[config.mk]
export PLATFORM = sky130hd
export DESIGN_NAME = perceptron_stream_responder
export DESIGN_NICKNAME = d
export VERILOG_FILES = /design/src/rtl/perceptron_stream_responder.sv
export SDC_FILE = /design/constraint.sdc
export NUM_CORES = 1
export LEC_CHECK = 0
export CAP_MARGIN = 0
export CORE_MARGIN = 2
export CORE_UTILIZATION = 55
export CTS_CLUSTER_SIZE = 28
export DETAILED_ROUTE_END_ITERATION = 7
export PLACE_DENSITY = 0.76
export SKIP_LAST_GASP = 1
export SYNTH_ARGS = -nofsm -noshare
export SYNTH_HDL_FRONTEND = slang
export SYNTH_SLANG_ARGS = --single-unit
[constraint.sdc]
create_clock -name clk -period 6.9 [get_ports clk]
set_input_delay 0.69 -clock clk [delete_from_list [all_inputs] [get_ports clk]]
set_output_delay 0.69 -clock clk [all_outputs]
set_load 0.005 [all_outputs]
[src/rtl/perceptron_stream_responder.sv]
// perceptron_stream_responder
//   Receiving end of the weight/data streaming interface for one bagging lane.
//   A write phase fills a local weight register file; a read phase streams one
//   binary feature per cycle, accumulates the dot product plus bias and emits a
//   +1/-1 prediction with a one-cycle ready pulse.
// Ports
//   clk      rising-edge clock
//   rst      synchronous reset, active low
//   write    weight valid this cycle (write phase)
//   en       feature bit valid this cycle (read phase)
//   address  weight index (write) or feature index (read)
//   weight   signed weight, sampled when write=1
//   data     signed feature, only bit 0 is used
//   bias     signed bias, sampled with the last feature
//   loaded   all N_FEAT weights received since reset/last load
//   busy     accumulation in progress
//   ready    one-cycle pulse, predict valid
//   predict  2'b01 (+1) or 2'b11 (-1), held until the next result
//   flag     sticky protocol error, cleared only by reset
module perceptron_stream_responder #(
    parameter int unsigned N_FEAT = 30,
    parameter int unsigned W_W    = 9,
    parameter int unsigned A_W    = 5,
    parameter int unsigned ACC_W  = 16
) (
    input  logic                  clk,
    input  logic                  rst,
    input  logic                  write,
    input  logic                  en,
    input  logic [A_W-1:0]        address,
    input  logic signed [W_W-1:0] weight,
    input  logic signed [1:0]     data,
    input  logic signed [W_W-1:0] bias,
    output logic                  loaded,
    output logic                  busy,
    output logic                  ready,
    output logic [1:0]            predict,
    output logic                  flag
);

    typedef enum logic [2:0] {IDLE, LOAD, ARMED, ACCUM, RESULT} state_t;

    state_t                  state;
    logic signed [W_W-1:0]   wmem [N_FEAT];
    logic [N_FEAT-1:0]       mask;
    logic [N_FEAT-1:0]       mask_next;
    logic [A_W-1:0]          expect_addr;
    logic signed [ACC_W-1:0] acc;
    logic signed [ACC_W-1:0] acc_base;
    logic signed [ACC_W-1:0] term;
    logic signed [ACC_W-1:0] acc_sum;
    logic signed [ACC_W-1:0] acc_final;
    logic                    in_range;
    logic                    last;
    logic                    bit_ok;
    logic                    unused_data;

    assign unused_data = data[1];

    always_comb begin
        in_range  = ({1'b0, address} < (A_W+1)'(N_FEAT));
        last      = (address == A_W'(N_FEAT - 1));
        // First bit of a sample (ARMED/RESULT) must be index 0.
        bit_ok    = (state == ACCUM) ? (address == expect_addr) : (address == '0);
        term      = '0;
        if (in_range && data[0]) begin
            term = ACC_W'(wmem[address]);
        end
        acc_base  = (state == ACCUM) ? acc : '0;
        acc_sum   = acc_base + term;
        acc_final = acc_sum + ACC_W'(bias);
        // Any write outside LOAD starts a fresh load with an empty mask.
        mask_next = (state == LOAD) ? mask : '0;
        if (in_range) begin
            mask_next[address] = 1'b1;
        end
    end

    // Weight storage carries no reset; loaded=0 guards stale contents.
    always_ff @(posedge clk) begin
        if (write && in_range) begin
            wmem[address] <= weight;
        end
    end

    always_ff @(posedge clk) begin
        if (!rst) begin
            state       <= IDLE;
            acc         <= '0;
            mask        <= '0;
            expect_addr <= '0;
            loaded      <= 1'b0;
            busy        <= 1'b0;
            ready       <= 1'b0;
            predict     <= '0;
            flag        <= 1'b0;
        end else begin
            ready <= 1'b0;
            if (write) begin
                mask <= mask_next;
                if (!in_range) begin
                    flag <= 1'b1;
                end
            end
            case (state)
                IDLE: begin
                    if (write) begin
                        state <= LOAD;
                    end else if (en) begin
                        flag <= 1'b1;
                    end
                end
                LOAD: begin
                    if (!write) begin
                        if (&mask) begin
                            loaded <= 1'b1;
                            state  <= ARMED;
                        end else begin
                            flag  <= 1'b1;
                            mask  <= '0;
                            state <= IDLE;
                        end
                    end
                end
                ARMED, RESULT, ACCUM: begin
                    if (write) begin
                        if (state == ACCUM) begin
                            flag <= 1'b1;
                        end
                        loaded <= 1'b0;
                        busy   <= 1'b0;
                        acc    <= '0;
                        state  <= LOAD;
                    end else if (en) begin
                        if (!bit_ok) begin
                            flag  <= 1'b1;
                            busy  <= 1'b0;
                            acc   <= '0;
                            state <= ARMED;
                        end else if (last) begin
                            predict <= (acc_final >= 0) ? 2'b01 : 2'b11;
                            ready   <= 1'b1;
                            busy    <= 1'b0;
                            acc     <= '0;
                            state   <= RESULT;
                        end else begin
                            acc         <= acc_sum;
                            expect_addr <= address + 1'b1;
                            busy        <= 1'b1;
                            state       <= ACCUM;
                        end
                    end else if (state != ACCUM) begin
                        acc   <= '0;
                        state <= ARMED;
                    end
                end
                default: state <= IDLE;
            endcase
        end
    end

endmodule

==> reports/metrics.yaml <==
fin_crit_ns: 6.068
htreeDepth: 2
syn_inst: 925
drive_above_1_share: 0.1595
cts.clk_slew.worst_paths_ns: 0.06
hold_class: "reg -> reg"
die_area_sq_um: 26790
die_h_um: 163.7
drcViolationCount: 0
irDropWorstVdd_mv: 0.1668
final.setup.tns_ns: 0
yosysSeqAreaShare: 0.6639
drt_iter0_drc: 1040
cp-end-kind: "flop"
min_from: "acc[14]"
grt_max_degree: 31
ys_types: 68
utilization: 0.6379
setup_viol_count_final: 0
syn_to_final_growth_pct: 14.23
viasPerCell: 6.323
fin_crit_sh: 0.8795
gr-usage-met3: 0.03784
path_class: "in -> reg"
post_cts_resized: 0
synth-warning-count: 0
cts_tree: "built"
max_stage_delay_ns: 0.50
cts_setup_buffers: 0
syn_area_sq_um: 14020
startpoint: "address[0]"
io_buffers: 33
hold_viol_final: 0
worst-path-buf-inv: 3
r2r_start: "wmem[27][0]"
yosys.area.top_type: "edfxtp_1"
grt_use_met2: 0.3913
rows: 58
wl_per_cell_um: 23.65
r2r-end: "predict[1]"
path_max_fanout: 28
status: "finished, final reports clean"
cp.required_ns: 7.33
cp-endpoint: "predict[1]"
cts-hold-fix-buffers: 0
path_cells: "buf_4 > buf_12 > buf_4 > mux4_2 > a22oi_1 > a41oi_1 > ha_1 > o211ai_1 > a21oi_1 > a211o_1 > o21a_1 > or3_1 > and2_1 > ha_1 > a2111o_1 > or4bb_1 > o221ai_1 > o21bai_1 > mux2_2 > o2111ai_1"
synth_edf_count: 270
path_depth: 20
vias: 8428
grt_first_pass_wirelength_mm: 48.26
crit_path_start_kind: "input pin"
start_util: 0.5584
synth_top_area_share: 0.5783
crit_slowest_cell: "mux4_2"
slew_viol_final: 0
clockBufferDepth: 3
relSlewSlack: 0.1411
ios: 35
whs_ns: 0.4541
reg2reg_depth: 19
worst_pin_slew_ns: 1.284
rsz0062_at_grt: "no"
grt_pass1_vias: 8321
clock_sinks: 330
rrSetupSlack_ns: 1.49
gp_congestion: 0.8639
final_cell_mix: "edfxtp_1, nor2_1, dfxtp_1"
syn-num-nets: 989
cts_made_buffers: 35
num_antenna_cells: 0
overflow: 0
core_sq_um: 25110
hpwl_mm: 20.05
async_flop_share: 0
root_buffer: "clkbuf_16"
antenna_found_initial: 0
firstDrtPassIters: 5
synth_area_leaders: "edfxtp_1, mux4_2, dfxtp_1"
drt-total-wl_mm: 31.53
p_leak_nw: 5.413
grt_use_total: 0.2431
crit_arrival_ns: 6.50
syn_area_per_cell_sq_um: 15.16
critical_path.top_delay_family: "compound AO/OA/AOI/OAI gates"
power.density_nw_per_um2: 271.3
max_freq_mhz: 164.8
synth_ff_type: "edfxtp_1"
worstSkewPairLatency_ns: 0.53
synth-seq-cells: 330
grt_util_met1: 0.3359
final_common_cell: "edfxtp_1"
fin_nets: 1040
fp.dieW_um: 163.7
fin_worst_skew_ns: 0.02015
detail-route-antenna-nets: 0
grt_busiest_layer: "met2"
max_cap_violations: 0
registers in the layout, indices dropped and copies added (netlist names):
register and flops:
wmem 270, loaded 1, state 3, expect_addr 5
ready 1, flag 1, predict 2, mask 30
busy 1, acc 16
cell type report:
| type | count | area (sq um) |
|---|---|---|
| Sequential cell | 330 | 9309 |
| Fill cell | 1777 | 9092 |
| Multi-Input combinational cell | 536 | 4476 |
| Clock buffer | 50 | 993.5 |
| Timing Repair Buffer | 62 | 590.6 |
| Tap cell | 330 | 412.9 |
| Clock inverter | 14 | 193.9 |
| Inverter | 11 | 41.29 |
tightest hold or removal path, delay by kind of cell (launching register included):
family / cells / cell delay, ns
flops: 1 / 0.31
simple gates: 2 / 0.10
synth_stat cells (all sizes together) (14+ instances only):
cell type and n:
dfxtp 60, nand2 51, ha 34, edfxtp 270, mux4 59, a21oi 48
a22oi 26, clkbuf 35, xnor2 14, and2 21, nor2 86, mux2i 17
power by group:
| group | total, mW | switching, mW | internal (mW) |
|---|---|---|---|
| clock | 1.89 | 0.758 | 1.13 |
| combinational | 0.274 | 0.166 | 0.107 |
| sequential | 2.18 | 0.00597 | 2.17 |
layer usage:
metal / part of all wire / vias up / routed length (um)
met2: 0.49 / 377 / 15400
li1: - / 3743 / -
met3: 0.069 / 55 / 2190
met5: 0 / - / 0
met4: 0.032 / 0 / 1013
met1: 0.41 / 4253 / 12930
stage by stage:
step                setup slack [ns]  instances  power (mW)  cell area [sq um]
global placement              0.4735       1269       2.486              14830
CTS                           0.8335       1333       4.368              16020
finish                        0.8317       1333       4.345              16020
detailed placement            0.3504       1269       2.494              14830
floorplan                     0.9075        925       2.380              14020
global route                  0.4546       1333       4.475              16020
kinds of logic after synthesis:
group / count (synthesis) / share of synthesized area
mux: 81 / 0.1109
compound gates: 167 / 0.08219
flops: 330 / 0.6639
fa+ha+maj: 35 / 0.03177
xor+xnor: 21 / 0.01312
buf+inv: 59 / 0.01722
simple gates: 232 / 0.08085
how the worst min path moves through the flow:
stage                    to  slack [ns]  depth (start not counted)
global placement    acc[14]        0.44                          2
finish              acc[14]        0.45                          2
global route        acc[14]        0.49                          2
CTS                 acc[14]        0.46                          2
floorplan           acc[14]        0.43                          2
detailed placement  acc[14]        0.45                          2
Note: power is estimated with default switching activity, not from simulation.
